$ cat config.mk
export PLATFORM = sky130hd
export DESIGN_NAME = seven_segment_scanner
export DESIGN_NICKNAME = d
export VERILOG_FILES = /design/src/rtl/seg_display_pkg.sv /design/src/rtl/seven_segment_decoder.sv /design/src/rtl/seven_segment_scanner.sv
export SDC_FILE = /design/constraint.sdc
export NUM_CORES = 1
export LEC_CHECK = 0
export ABC_AREA = 1
export ABC_CLOCK_PERIOD_IN_PS = 1750
export CORE_ASPECT_RATIO = 0.9
export CORE_MARGIN = 1.5
export CORE_UTILIZATION = 45
export DETAILED_ROUTE_END_ITERATION = 10
export PLACE_DENSITY = 0.69
export SETUP_SLACK_MARGIN = 0.05
export SLEW_MARGIN = 10
export SYNTH_ARGS = -nofsm -noshare
export SYNTH_HDL_FRONTEND = slang
export SYNTH_SLANG_ARGS = --single-unit
$ cat constraint.sdc
create_clock -name clk -period 1.75 [get_ports clk]
set_input_delay 0.35 -clock clk [delete_from_list [all_inputs] [get_ports clk]]
set_output_delay 0.35 -clock clk [all_outputs]
set_load 0.05 [all_outputs]
$ cat src/rtl/seg_display_pkg.sv
// Shared constants for the seven-segment display path: segment bit
// positions inside the 8-bit segment word and the all-off pattern.
package seg_display_pkg;

   // Bit order of a segment word is {dp,g,f,e,d,c,b,a}
   localparam int SEG_A  = 0;
   localparam int SEG_B  = 1;
   localparam int SEG_C  = 2;
   localparam int SEG_D  = 3;
   localparam int SEG_E  = 4;
   localparam int SEG_F  = 5;
   localparam int SEG_G  = 6;
   localparam int SEG_DP = 7;

   // Active-low word with every segment (including dp) dark
   localparam logic [7:0] SEG_BLANK_N = 8'hFF;

endpackage

$ cat src/rtl/seven_segment_decoder.sv
// BCD to seven-segment decoder. The output is active-high in the order
// {g,f,e,d,c,b,a}; codes 10..15 decode to all segments off.
module seven_segment_decoder (
   input  logic [3:0] bcd,
   output logic [6:0] seg
);

   // Pure lookup of the lit segments for each BCD value
   always_comb begin
      seg = 7'h00;
      case (bcd)
         4'd0:    seg = 7'h3F;
         4'd1:    seg = 7'h06;
         4'd2:    seg = 7'h5B;
         4'd3:    seg = 7'h4F;
         4'd4:    seg = 7'h66;
         4'd5:    seg = 7'h6D;
         4'd6:    seg = 7'h7D;
         4'd7:    seg = 7'h07;
         4'd8:    seg = 7'h7F;
         4'd9:    seg = 7'h6F;
         default: seg = 7'h00;
      endcase
   end

endmodule

$ cat src/rtl/seven_segment_scanner.sv
// Time-multiplexed scan controller for a common-anode multi-digit display.
// A writer loads a staging buffer through a valid/ready handshake; the
// staged frame is copied to the display registers only at a frame boundary
// so a frame is never shown half old, half new. Each digit slot starts with
// a blanking interval to suppress ghosting. Outputs are registered.
module seven_segment_scanner
   import seg_display_pkg::*;
#(
   parameter int NUM_DIGITS   = 4,
   parameter int REFRESH_DIV  = 50000,
   parameter int BLANK_CYCLES = 500
) (
   input  logic                    clk,
   input  logic                    rst,
   input  logic [4*NUM_DIGITS-1:0] digits_in,
   input  logic [NUM_DIGITS-1:0]   dp_in,
   input  logic                    load_valid,
   output logic                    load_ready,
   input  logic                    lz_suppress,
   output logic [7:0]              seg_n,
   output logic [NUM_DIGITS-1:0]   an_n,
   output logic                    frame_start
);

   localparam int SLOT_W = $clog2(REFRESH_DIV);
   localparam int IDX_W  = (NUM_DIGITS > 1) ? $clog2(NUM_DIGITS) : 1;
   localparam int DIG_W  = 4 * NUM_DIGITS;

   localparam logic [SLOT_W-1:0] SLOT_LAST  = SLOT_W'(REFRESH_DIV - 1);
   localparam logic [SLOT_W-1:0] SLOT_BLANK = SLOT_W'(BLANK_CYCLES);
   localparam logic [IDX_W-1:0]  IDX_LAST   = IDX_W'(NUM_DIGITS - 1);

   logic [SLOT_W-1:0]     slot_cnt;
   logic [IDX_W-1:0]      digit_idx;
   logic                  slot_end;
   logic                  frame_end;

   logic [DIG_W-1:0]      disp_digits;
   logic [NUM_DIGITS-1:0] disp_dp;
   logic [DIG_W-1:0]      stg_digits;
   logic [NUM_DIGITS-1:0] stg_dp;
   logic                  pending;

   logic                  zero_run;
   logic [NUM_DIGITS-1:0] lz_mask;

   logic [3:0]            cur_digit;
   logic                  cur_dp;
   logic                  cur_supp;
   logic [6:0]            dec_seg;

   logic [7:0]            seg_n_p0;
   logic [NUM_DIGITS-1:0] an_n_p0;
   logic                  frame_start_p0;

   assign slot_end   = (slot_cnt == SLOT_LAST);
   assign frame_end  = slot_end && (digit_idx == IDX_LAST);
   assign load_ready = !pending;

   // Slot counter and digit index: the index steps once per completed slot
   always_ff @(posedge clk) begin
      if (rst) begin
         slot_cnt  <= '0;
         digit_idx <= '0;
      end else if (slot_end) begin
         slot_cnt  <= '0;
         digit_idx <= (digit_idx == IDX_LAST) ? '0 : digit_idx + 1'b1;
      end else begin
         slot_cnt  <= slot_cnt + 1'b1;
      end
   end

   // Double buffer: accept into staging when free, publish at frame boundary.
   // Accept needs !pending and publish needs pending, so they never collide;
   // data accepted on a boundary cycle waits for the next boundary.
   always_ff @(posedge clk) begin
      if (rst) begin
         stg_digits  <= '0;
         stg_dp      <= '0;
         disp_digits <= '0;
         disp_dp     <= '0;
         pending     <= 1'b0;
      end else if (pending && frame_end) begin
         disp_digits <= stg_digits;
         disp_dp     <= stg_dp;
         pending     <= 1'b0;
      end else if (!pending && load_valid) begin
         stg_digits  <= digits_in;
         stg_dp      <= dp_in;
         pending     <= 1'b1;
      end
   end

   // Leading-zero mask: running AND of "is zero" from the MSB downward
   always_comb begin
      zero_run = 1'b1;
      lz_mask  = '0;
      for (int i = NUM_DIGITS - 1; i >= 0; i--) begin
         zero_run   = zero_run && (disp_digits[4*i +: 4] == 4'd0);
         lz_mask[i] = lz_suppress && zero_run && (i != 0);
      end
   end

   // Select the digit, dp and suppression flag for the current slot
   always_comb begin
      cur_digit = disp_digits[3:0];
      cur_dp    = disp_dp[0];
      cur_supp  = 1'b0;
      for (int i = 0; i < NUM_DIGITS; i++) begin
         if (digit_idx == IDX_W'(i)) begin
            cur_digit = disp_digits[4*i +: 4];
            cur_dp    = disp_dp[i];
            cur_supp  = lz_mask[i];
         end
      end
   end

   seven_segment_decoder u_dec (
      .bcd (cur_digit),
      .seg (dec_seg)
   );

   // Next output word: dark during blanking, otherwise one anode low
   always_comb begin
      seg_n_p0       = SEG_BLANK_N;
      an_n_p0        = '1;
      frame_start_p0 = (slot_cnt == '0) && (digit_idx == '0);
      if (slot_cnt >= SLOT_BLANK) begin
         for (int i = 0; i < NUM_DIGITS; i++) begin
            if (digit_idx == IDX_W'(i)) an_n_p0[i] = 1'b0;
         end
         seg_n_p0[SEG_G:SEG_A] = cur_supp ? 7'h7F : ~dec_seg;
         seg_n_p0[SEG_DP]      = ~cur_dp;
      end
   end

   // ---- stage p0 -> output registers ----
   // Register the pin drivers so they change cleanly once per clock
   always_ff @(posedge clk) begin
      if (rst) begin
         seg_n       <= SEG_BLANK_N;
         an_n        <= '1;
         frame_start <= 1'b0;
      end else begin
         seg_n       <= seg_n_p0;
         an_n        <= an_n_p0;
         frame_start <= frame_start_p0;
      end
   end

endmodule

==> results.toml, run 1 <==
[route]
vias_per_cell = 4.74
drc_errors = 0
wl_mm = 6.56
via_count = 2883
ant_nets = 0
drt_pass1_iterations = 5
wl_per_cell_um = 10.8
drt_iter0_drc = 102

[critical_path]
required_ps = 1970
reg2regPathDepth = 13
crit_buf_inv = 4
crit_path_start_kind = "flop"
cp_top_family = "simple AND/OR/NAND/NOR gates"
path_depth = 13
crit_chain = "inv_4, ha_4, inv_4, nand2_1, nand3_1, nand2_1, nand2_2, inv_2, ha_1, inv_1, nand2_2, nand3_1, nand3_1"
cpMostUsedCell = "nand3_1"
crit_type = "reg2reg"
worstPathMaxFanout = 5
critical-path-max-stage-delay_ps = 380
critPathSlowestCell = "dfxtp_4"
end_kind = "flop"
crit_arrival_ps = 1860

[global_route]
grt_pass1_wl_mm = 11.2
globalRoute.totalOverflow = 0
antenna_found_initial = 0
grt_pass1_vias = 2565
grt_max_degree = 42
grt_usage = 0.182

[timing]
final.min_clock_period_ps = 1640
worst_pin_slew_ps = 568
final_hold_viol_count = 0
finalCritPeriodShare = 0.938
clock_skew_ps = 8.14
rsz0062_at_grt = "yes"
setup_tns_ps = 0
setup_viol = 0
relSlewSlack = 0.621
drv_slew = 0
fmax_mhz = 609

[yosys]
syn_area_per_cell_um2 = 7.02
yosys_warnings = 0
syn-instance-count = 461
synth-seq-area-share = 0.445
yosysUniqueCellTypes = 30
postSynthNetCount = 496
synth_edf_count = 0
async_flop_share = 0
ys.flop_type = "dfxtp_1"
ys_seq_elements = 72
synth_area_um2 = 3240

[floorplanning]
start_util = 0.462
rows = 29
die_w_um = 92.4
die-area_um2 = 7710
io_pins = 38
coreArea_um2 = 7000
die_h_um = 83.5

[placed_design]
gp_congestion = 0.910
hpwl_mm = 4.56
port_buffers = 37

[final_layout]
area_growth_pct = 25.1
finish.utilization = 0.578
drive_above_1_share = 0.150
num_antenna_cells = 0
fin_nets = 545

[clock_network]
clock-sinks = 72
root_buffer = "clkbuf_8"
worstSkewPairLatency_ps = 350
tritoncts = "yes"
cts_buffer_depth = 2
path_clk_slew_ps = 70
cts_buffers = 9
htreeDepth = 3

[power]
cellLeakagePower_nw = 1.85
ir_worst_vdd_mv = 0.714
powerDensity_nw_per_um2 = 821

[outcome]
status = "completed"

[job]
maxCapViolations = 0

[min_path]
hp-class = "reg2reg"
holdPathStages = 1
==> layout by cell type, fill, tap and decap left out <==
| cell | instances |
|---|---|
| inv_4 | 2 |
| ha_1 | 7 |
| clkbuf_8 | 10 |
| inv_2 | 4 |
| buf_4 | 29 |
| dfxtp_1 | 70 |
| buf_12 | 1 |
| a21oi_2 | 3 |
| nor2_1 | 106 |
| inv_1 | 46 |
| clkinv_2 | 3 |
| nand3_2 | 2 |
| ha_4 | 3 |
| clkinvlp_4 | 1 |
| ha_2 | 1 |
| nand3b_1 | 3 |
| nor3b_1 | 2 |
| nor3_1 | 4 |
| clkdlybuf4s50_1 | 23 |
| nand4_4 | 1 |
| or2_2 | 1 |
| nor4b_1 | 1 |
| nor2_4 | 1 |
| nor3_2 | 1 |
| clkinv_1 | 2 |
| a211oi_1 | 2 |
| nand2_4 | 2 |
| o21ai_0 | 25 |
| or2_0 | 1 |
| nand2_2 | 8 |
| a21oi_1 | 12 |
| o211ai_1 | 2 |
| dfxtp_4 | 2 |
| nand2_1 | 96 |
| xor2_1 | 2 |
| o221ai_1 | 1 |
| nand3_1 | 28 |
| nand4_1 | 5 |
| bufinv_16 | 2 |
==> report_power, final <==
group          internal [W]  switching (W)  total, W
sequential          0.00168      0.0000278   0.00171
combinational     0.0000840      0.0000933  0.000177
clock              0.000833       0.000607   0.00144
total               0.00260       0.000728   0.00333
==> flip-flops by register name (all words and copies together), names as in the netlist <==
name / flops
stg_dp: 4
disp_digits: 16
digit_idx: 2
disp_dp: 4
pending: 1
seg_n: 8
frame_start: 1
slot_cnt: 16
stg_digits: 16
an_n: 4
==> metrics by stage <==
stage          hold WS (ps)  setup slack [ps]  power [W]  cells  area, µm²
3_3_place_gp            445              48.3    0.00192    589       3720
3_5_place_dp            456             -29.6    0.00193    589       3720
4_1_cts                 473              55.5    0.00336    605       3980
5_1_grt                 492            -0.859    0.00347    608       4050
6_report                473               108    0.00333    608       4050
2_1_floorplan           421              75.2    0.00184    461       3250
==> cells in the mapped netlist, types with 2 or more instances <==
master,instances,share of area
a21oi_1,14,0.022
nand3b_1,3,0.0070
clkinv_1,2,0.0023
a211oi_1,2,0.0046
buf_6,3,0.010
nand2_1,103,0.12
nand4_1,5,0.0097
o21ai_0,25,0.039
nor3_1,4,0.0062
nor3b_1,2,0.0046
nand3_1,29,0.045
dfxtp_1,72,0.45
ha_1,11,0.043
inv_1,50,0.058
o211ai_1,2,0.0046
inv_2,2,0.0023
clkbuf_1,8,0.0093
buf_2,4,0.0062
xor2_1,2,0.0054
nand2_2,3,0.0058
nor2_1,106,0.12
==> final cells by class <==
class	instances	area, µm²
clock inverters	6	82.6
repair buffers	53	468
clock buffers	10	138
inverters	54	208
well taps	93	116
fillers	653	2950
multi-input cells	320	1590
flip-flops and latches	72	1450
==> cell families after synthesis <==
family | count (synthesis) | share of synthesized area
AOI/OAI and AO/OA | 45 | 0.0750
and+or+nand+nor | 262 | 0.343
buffers and inverters | 69 | 0.0885
xor gates and xnor gates | 2 | 0.00541
DFF | 72 | 0.445
adders and majority gates | 11 | 0.0425
==> worst register-to-register path, stage by stage, from the launching register on <==
cell and delay, ps:
dfxtp_4 380, inv_4 50, ha_4 180, inv_4 60, nand2_1 40, nand3_1 70, nand2_1 60, nand2_2 130
inv_2 70, ha_1 180, inv_1 80, nand2_2 70, nand3_1 80, nand3_1 70
==> routing by layer <==
layer,up-vias,track usage,share of wire
met2,57,0.275,0.43
li1,1545,-,-
met3,13,0.0492,0.042
met1,1268,0.240,0.50
met4,0,0.0839,0.018
met5,-,0,0
==> timing repair <==
action                     CTS  global route
setup buffers                0             3
hold buffers                 0             0
gates resized for setup      9            15
pin swaps                    0            10
gates cloned                 0             0
setup endpoints to repair    5            22
==> final timing paths <==
kind / start / end / slack (ps)
worst min-delay path: slot_cnt[0] / slot_cnt[0] / 470
worst max-delay path: digit_idx[1] / seg_n[3] / 110
worst min register to register: slot_cnt[0] / slot_cnt[0] / 470
worst max register to register: digit_idx[1] / seg_n[3] / 110
Note: power is estimated with default switching activity, not from simulation.
==> inputs of run 2 (changes only) <==
- CORE_MARGIN: 1.5 -> default
==> run 2 against run 1 <==
Net effect: die area shrank 2.3%; utilization grew 1.6 points; non-clock buffer count grew 1; wire length grew 4.1%; sequential share of layout area grew 0.28 points; sequential power is essentially flat; largest cell class unchanged; largest power group unchanged.
==> results.toml, run 2 (synthesis results as in run 1) <==
[global_route]
grt_pass1_wl_mm = 11.9
grt_usage = 0.201
globalRoute.totalOverflow = 0
grt_max_degree = 42
antenna_found_initial = 0
grt_pass1_vias = 2650

[timing]
fmax_mhz = 587
hold_ws_ps = 474
worst_pin_slew_ps = 550
final_hold_viol_count = 0
setup_viol = 0
relSlewSlack = 0.633
drv_slew = 0
clock_skew_ps = 12.5
finalCritPeriodShare = 0.973
setup_tns_ps = 0
final.min_clock_period_ps = 1700
rsz0062_at_grt = "yes"

[placed_design]
hpwl_mm = 4.78
placed_area_um2 = 3720
gp_congestion = 0.886
port_buffers = 37

[power]
powerDensity_nw_per_um2 = 816
ir_worst_vdd_mv = 0.590
cellLeakagePower_nw = 1.84

[floorplanning]
start_util = 0.479
rows = 28
coreArea_um2 = 6760
die-area_um2 = 7540
io_pins = 38
die_w_um = 91.4
die_h_um = 82.5

[clock_network]
path_clk_slew_ps = 70
tritoncts = "yes"
cts_buffer_depth = 2
clock-sinks = 72
cts_buffers = 9
root_buffer = "clkbuf_8"
worstSkewPairLatency_ps = 340
htreeDepth = 3

[final_layout]
fin_nets = 546
final_common_cell = "nor2_1"
num_antenna_cells = 0
top_regs = "disp_digits x16, slot_cnt x16, stg_digits x16"
area_growth_pct = 24.2
finish.utilization = 0.594
fillers = 650
drive_above_1_share = 0.140
mostFrequentLayoutCells = "nor2_1, nand2_1, dfxtp_1"
final_area_um2 = 4020

[route]
highest_layer = "met4"
ant_nets = 0
vias_per_cell = 4.74
drt_iter0_drc = 97
wl_mm = 6.83
drt_pass1_iterations = 4
via_count = 2870
wl_per_cell_um = 11.3
routed-wl-met2_mm = 2.99
route.met3.wl_um = 313
wl_met1_mm = 3.37
drc_errors = 0

[job]
maxCapViolations = 0

[critical_path]
crit_arrival_ps = 1980
crit_path_start_kind = "flop"
crit_type = "reg2reg"
required_ps = 2030
worstPathMaxFanout = 5
end_kind = "flop"

[min_path]
hp-class = "reg2reg"

[outcome]
status = "completed"
[run 2: cell types whose count changed in the layout (fill, tap and decap cells not counted), sizes merged]
cell / change
clkinvlp: -1
buf: +1
clkinv: +1
[run 2: power breakdown]
group	switching, W	internal, W	leakage [nW]
combinational	0.0000952	0.0000842	1.15
sequential	0.0000273	0.00168	0.588
clock	0.000592	0.000798	0.110
total	0.000715	0.00256	1.84
[run 2: repair_timing]
item	4_1_cts	5_1_grt
endpoints found under the setup margin	5	22
hold buffers	0	0
pin swaps	2	7
hold endpoints to repair	0	0
resized for setup	7	11
buffers inserted	0	3
[run 2: cell type report]
cell class              count  area (µm²)  share of cell area
clock inverters             6        83.8              0.0209
well taps                  90         113              0.0280
inverters                  54         205              0.0511
repair buffers             54         475               0.118
flip-flops and latches     72        1450               0.361
clock buffers              10         128              0.0318
multi-input cells         320        1570               0.389
[run 2: per-layer routing]
| metal | vias up | GRT usage |
|---|---|---|
| met4 | 0 | 0.0794 |
| met1 | 1251 | 0.260 |
| met5 | - | 0 |
| li1 | 1539 | - |
| met3 | 14 | 0.0586 |
| met2 | 66 | 0.317 |
[run 2: worst paths after layout]
check / from / endpoint / slack [ps] / cells past startpoint
worst min-delay path: slot_cnt[0] / slot_cnt[0] / 470 / 1
worst max register to register: digit_idx[1] / seg_n[1] / 50 / 11
worst min register to register: slot_cnt[0] / slot_cnt[0] / 470 / 1
worst max-delay path: digit_idx[1] / seg_n[1] / 50 / 11
[run 2: stage by stage]
| stage | power (W) | worst slack (ps) | cells |
|---|---|---|---|
| after floorplan | 0.00184 | 75.2 | 461 |
| after global placement | 0.00192 | 62.7 | 587 |
| after detailed placement | 0.00193 | -11.1 | 587 |
| after CTS | 0.00331 | 55.1 | 603 |
| after global routing | 0.00341 | -72.9 | 606 |
| final | 0.00328 | 47.4 | 606 |
[run 2: worst max-delay path, cell delays in order, from the launching register on]
cell and delay, ps:
dfxtp_4 370, inv_4 80, ha_4 170, inv_2 50, nand2_1 60, nand3_1 60
nand2_1 80, nand2_2 80, ha_1 290, nand3b_1 180, buf_4 150, nand3_1 70
